--- config.mk ---
export PLATFORM = sky130hd
export DESIGN_NAME = vga_timing_gen
export DESIGN_NICKNAME = d
export VERILOG_FILES = /design/src/rtl/vga_timing_gen.sv
export SDC_FILE = /design/constraint.sdc
export NUM_CORES = 1
export LEC_CHECK = 0
export CAP_MARGIN = 5
export CORE_UTILIZATION = 57
export DETAILED_ROUTE_END_ITERATION = 12
export GPL_TIMING_DRIVEN = 0
export PLACE_DENSITY = 0.92
export REMOVE_ABC_BUFFERS = 1
export SLEW_MARGIN = 40
export SYNTH_ARGS = -nofsm -noshare
export SYNTH_HDL_FRONTEND = slang
export SYNTH_SLANG_ARGS = --single-unit
--- constraint.sdc ---
create_clock -name vga_clk -period 6.54 [get_ports vga_clk]
set_input_delay 0.654 -clock vga_clk [delete_from_list [all_inputs] [get_ports vga_clk]]
set_output_delay 0.654 -clock vga_clk [all_outputs]
set_load 0.05 [all_outputs]
--- src/rtl/vga_timing_gen.sv ---
`default_nettype none
// =============================================================================
// vga_timing_gen : 640x480@60 raster timing source (DrawX/DrawY, blank, HS/VS,
//                  line/frame pulses, frame counter). Define VGA_SYNC_DELAY_EN
//                  to delay HS/VS by SYNC_DELAY pixel ticks.
// Revision: 1.0
// =============================================================================
module vga_timing_gen #(
  parameter int H_VISIBLE  = 640,
  parameter int H_FP       = 16,
  parameter int H_SYNC     = 96,
  parameter int H_BP       = 48,
  parameter int V_VISIBLE  = 480,
  parameter int V_FP       = 10,
  parameter int V_SYNC     = 2,
  parameter int V_BP       = 33,
  parameter int SYNC_DELAY = 1
) (
  input  logic        vga_clk,
  input  logic        reset_n,
  input  logic        pix_ce,
  output logic [9:0]  DrawX,
  output logic [9:0]  DrawY,
  output logic        blank,
  output logic        hs,
  output logic        vs,
  output logic        line_start,
  output logic        frame_start,
  output logic [15:0] frame_count
);

  localparam int H_TOTAL = H_VISIBLE + H_FP + H_SYNC + H_BP;
  localparam int V_TOTAL = V_VISIBLE + V_FP + V_SYNC + V_BP;

  localparam logic [9:0] c_h_last     = 10'(H_TOTAL - 1);
  localparam logic [9:0] c_v_last     = 10'(V_TOTAL - 1);
  localparam logic [9:0] c_h_vis      = 10'(H_VISIBLE);
  localparam logic [9:0] c_v_vis      = 10'(V_VISIBLE);
  localparam logic [9:0] c_hs_start   = 10'(H_VISIBLE + H_FP);
  localparam logic [9:0] c_hs_end     = 10'(H_VISIBLE + H_FP + H_SYNC);
  localparam logic [9:0] c_vs_start   = 10'(V_VISIBLE + V_FP);
  localparam logic [9:0] c_vs_end     = 10'(V_VISIBLE + V_FP + V_SYNC);

  logic [9:0]  x_q, x_d;
  logic [9:0]  y_q, y_d;
  logic [15:0] frame_count_q, frame_count_d;
  logic        blank_q, blank_d;
  logic        hs_q, hs_d;
  logic        vs_q, vs_d;
  logic        line_start_q, line_start_d;
  logic        frame_start_q, frame_start_d;

  // Decodes are taken from the next counter value so they line up with DrawX/DrawY.
  always_comb begin
    x_d           = x_q;
    y_d           = y_q;
    frame_count_d = frame_count_q;
    blank_d       = blank_q;
    hs_d          = hs_q;
    vs_d          = vs_q;
    line_start_d  = 1'b0;
    frame_start_d = 1'b0;
    if (pix_ce) begin
      if (x_q == c_h_last) begin
        x_d = '0;
        if (y_q == c_v_last) begin
          y_d           = '0;
          frame_count_d = frame_count_q + 16'd1;
        end else begin
          y_d = y_q + 10'd1;
        end
      end else begin
        x_d = x_q + 10'd1;
      end
      blank_d       = (x_d < c_h_vis) && (y_d < c_v_vis);
      hs_d          = !((x_d >= c_hs_start) && (x_d < c_hs_end));
      vs_d          = !((y_d >= c_vs_start) && (y_d < c_vs_end));
      line_start_d  = (x_d == 10'd0);
      frame_start_d = (x_d == 10'd0) && (y_d == 10'd0);
    end
  end

  always_ff @(posedge vga_clk or negedge reset_n) begin
    if (!reset_n) begin
      x_q           <= '0;
      y_q           <= '0;
      frame_count_q <= '0;
      blank_q       <= 1'b0;
      hs_q          <= 1'b1;
      vs_q          <= 1'b1;
      line_start_q  <= 1'b0;
      frame_start_q <= 1'b0;
    end else begin
      x_q           <= x_d;
      y_q           <= y_d;
      frame_count_q <= frame_count_d;
      blank_q       <= blank_d;
      hs_q          <= hs_d;
      vs_q          <= vs_d;
      line_start_q  <= line_start_d;
      frame_start_q <= frame_start_d;
    end
  end

  assign DrawX       = x_q;
  assign DrawY       = y_q;
  assign blank       = blank_q;
  assign line_start  = line_start_q;
  assign frame_start = frame_start_q;
  assign frame_count = frame_count_q;

`ifdef VGA_SYNC_DELAY_EN
  // Bit 0 is the newest sample; the oldest bit drives the pin.
  logic [SYNC_DELAY-1:0] hs_dly_q, hs_dly_d;
  logic [SYNC_DELAY-1:0] vs_dly_q, vs_dly_d;

  always_comb begin
    hs_dly_d = hs_dly_q;
    vs_dly_d = vs_dly_q;
    if (pix_ce) begin
      hs_dly_d = (hs_dly_q << 1) | SYNC_DELAY'(hs_q);
      vs_dly_d = (vs_dly_q << 1) | SYNC_DELAY'(vs_q);
    end
  end

  always_ff @(posedge vga_clk or negedge reset_n) begin
    if (!reset_n) begin
      hs_dly_q <= '1;
      vs_dly_q <= '1;
    end else begin
      hs_dly_q <= hs_dly_d;
      vs_dly_q <= vs_dly_d;
    end
  end

  assign hs = hs_dly_q[SYNC_DELAY-1];
  assign vs = vs_dly_q[SYNC_DELAY-1];
`else
  assign hs = hs_q;
  assign vs = vs_q;
`endif

endmodule
`default_nettype wire

==> results.yml <==
timing:
  relSlewSlack_pct: 48.8
  rsz0062_at_grt: "false"
  period_needed_ns: 2.88
  slew_viol_final: 0
  setup_viol: 0
  tightest_slew_ns: 0.764
  fin_tns_setup_ns: 0
  period_share_pct: 44.1
  hold_viol_final: 0
  finClkSkew_ns: 0.00973
  timing.fmax_mhz: 347
clock_network:
  htree_levels: 2
  cts_setup_buffers: 0
  root_buffer: "clkbuf_8"
  insertion_delay_ns: 0.30
  numCtsBuffers: 5
  max-clock-path-buffers: 2
  cts_hold_buf: 0
  clock_sinks: 41
  cts.clk_slew.worst_paths_ns: 0.08
  cts-resized-gates: 0
  cts_tree: "built"
logic_synthesis:
  synth_flop_cell: "dfrtp_1"
  synth.distinct_cells: 50
  syn_area_um2: 2520
  synth-edff-count: 0
  ys_seq_area_share_pct: 40.8
  syn_area_per_cell_um2: 9.10
  synth-seq-cells: 41
  synthArstFlopShare_pct: 100
  yosys_warnings: 0
  netlist_instances: 277
floorplanning:
  die_w_um: 68.5
  rows: 23
  dieHeight_um: 68.5
  io_pins: 44
  floorplan.initialDensity_pct: 61.2
  core-area_um2: 4120
  dieArea_um2: 4690
cells_and_area:
  n_antenna_cell: 0
  syn_to_final_growth_pct: 20.5
  fin_util_pct: 73.8
  finalNetCount: 318
  fin_area_um2: 3040
  layout-drive-gt1-share_pct: 9.03
power:
  p_per_area_nw_per_um2: 232
  p_leak_nw: 1.26
  irDropWorstVdd_mv: 0.237
global_routing:
  grt_pass1_vias: 2003
  antenna_found_initial: 0
  grtUsageTotal_pct: 25.4
  grt_pass1_wl_um: 8860
  gr-total-overflow: 0
  grt_max_degree: 42
placed_design:
  port_buffers: 43
  finalWeightedCongestion: 0.877
  dpl_cell_area_um2: 2930
  dpl.hpwl_um: 3770
job:
  cap_viol_max_count: 0
worst_setup_path:
  setup.worst_path.start_class: "flip-flop"
  r2r_start: "DrawX[0]$_DFFE_PN0P_"
  path_max_fanout: 11
  required_ns: 6.76
  end_kind: "flip-flop"
  worstSetupPathType: "reg2reg"
  worstPathArrival_ns: 3.10
  regToRegSetupSlack_ns: 3.66
  r2r-end: "frame_count[15]$_DFFE_PN0P_"
  r2r.worst_path.cells: 7
route:
  firstDrtPassIters: 4
  drc: 0
  finalWirelength_um: 5460
  drtIter0Drc: 141
  via_count: 2183
  viasPerCell: 6.06
  drtAntennaViolNets: 0
  routedWlPerCell_um: 15.2
worst_hold_path:
  hp-class: "in2async"
run_status:
  status: "completed"
-- cell usage in the layout, fill, tap and decap left out, types with 8 or more instances in the layout --
| cell type | count |
|---|---|
| nor3_1 | 10 |
| nor2_1 | 21 |
| clkdlybuf4s50_1 | 41 |
| nand4_1 | 8 |
| nand3_1 | 11 |
| o21ai_0 | 17 |
| xnor2_1 | 17 |
| nand2_1 | 30 |
| inv_1 | 10 |
| a21oi_1 | 9 |
| dfrtp_1 | 39 |
| xor2_1 | 13 |
-- metal layers --
layer	part of all wire (%)	vias to the layer above	track usage, %
met5	0	-	0
met4	1.9	0	12.2
met3	6.8	9	4.61
met2	47	87	41.2
met1	44	1035	32.6
li1	-	1052	-
-- through the flow --
stage	hold WS (ns)	worst slack, ns	power (mW)	std cells
after floorplan	0.358	3.59	0.440	260
after global placement	0.457	3.33	0.500	353
after detailed placement	0.477	3.68	0.504	353
after CTS	0.344	3.65	0.702	360
after global routing	0.368	3.46	0.733	360
final	0.324	3.66	0.703	360
-- cell usage after synthesis (2+ instances only) --
library cell / instances / area [um2]
a21oi_1: 9 / 45.0
clkbuf_1: 11 / 41.3
o31ai_1: 6 / 45.0
nor2_1: 21 / 78.8
a211oi_1: 3 / 22.5
nor4_1: 2 / 12.5
buf_2: 5 / 25.0
nor4_2: 2 / 25.0
xor2_1: 13 / 114
nand3_1: 11 / 55.1
and4b_1: 2 / 20.0
and2_1: 4 / 25.0
inv_1: 10 / 37.5
mux2_2: 5 / 56.3
nand2_1: 30 / 113
xnor2_1: 17 / 149
nand4_1: 8 / 50.1
o21ai_0: 17 / 85.1
nor3_1: 11 / 55.1
a31oi_1: 5 / 31.3
and3_1: 7 / 43.8
dfstp_2: 2 / 52.6
or4_4: 2 / 22.5
dfrtp_1: 39 / 976
o211a_1: 2 / 20.0
or3_1: 2 / 12.5
ha_1: 5 / 62.6
a21o_1: 2 / 15.0
nor3_2: 2 / 20.0
a22o_1: 2 / 17.5
-- how the worst max path moves through the flow --
stage               slack [ns]  cells past startpoint                           to                 start
finish                    3.66                      7  frame_count[15]$_DFFE_PN0P_  DrawX[0]$_DFFE_PN0P_
global route              3.46                      7  frame_count[15]$_DFFE_PN0P_  DrawX[0]$_DFFE_PN0P_
CTS                       3.65                      7  frame_count[15]$_DFFE_PN0P_  DrawX[0]$_DFFE_PN0P_
detailed placement        3.68                      7  frame_count[15]$_DFFE_PN0P_  DrawX[0]$_DFFE_PN0P_
global placement          3.33                      7  frame_count[15]$_DFFE_PN0P_  DrawX[0]$_DFFE_PN0P_
floorplan                 3.59                      7  frame_count[15]$_DFFE_PN0P_  DrawX[0]$_DFFE_PN0P_
-- critical path, stage by stage (launching register included) --
cell and delay (ns):
dfrtp_1 0.45, ha_1 0.28, nand4_1 0.34, nor3_2 0.69
nand2_2 0.18, or3_1 0.54, nor3_2 0.17, xor2_1 0.16
-- flip-flops by register name, indices dropped and copies added (netlist names) --
register,count
vs,1
DrawX,10
DrawY,10
line_start,1
blank,1
frame_count,16
frame_start,1
hs,1
-- layout make-up --
class,instances,area [um2]
clock buffer,5,68.8
clock inverter,2,35.0
fill,292,1080
inverter,10,37.5
multi-input combinational,209,1380
sequential,41,1030
tap,50,62.6
timing repair buffer,43,423
-- logic make-up after synthesis --
kind of cell | share of synthesized area (%)
XOR/XNOR | 10.4
AO/OA/AOI/OAI | 14.0
adder cells (fa/ha/maj) | 2.48
multiplexers | 2.63
flip-flops | 40.8
buffers and inverters | 4.57
AND/OR/NAND/NOR | 25.1
-- power breakdown --
group,internal (mW),switching (mW)
logic,0.0721,0.126
clock network,0.111,0.0898
registers,0.272,0.0330
total,0.455,0.248
No activity file was read; power rests on OpenSTA's default activity.
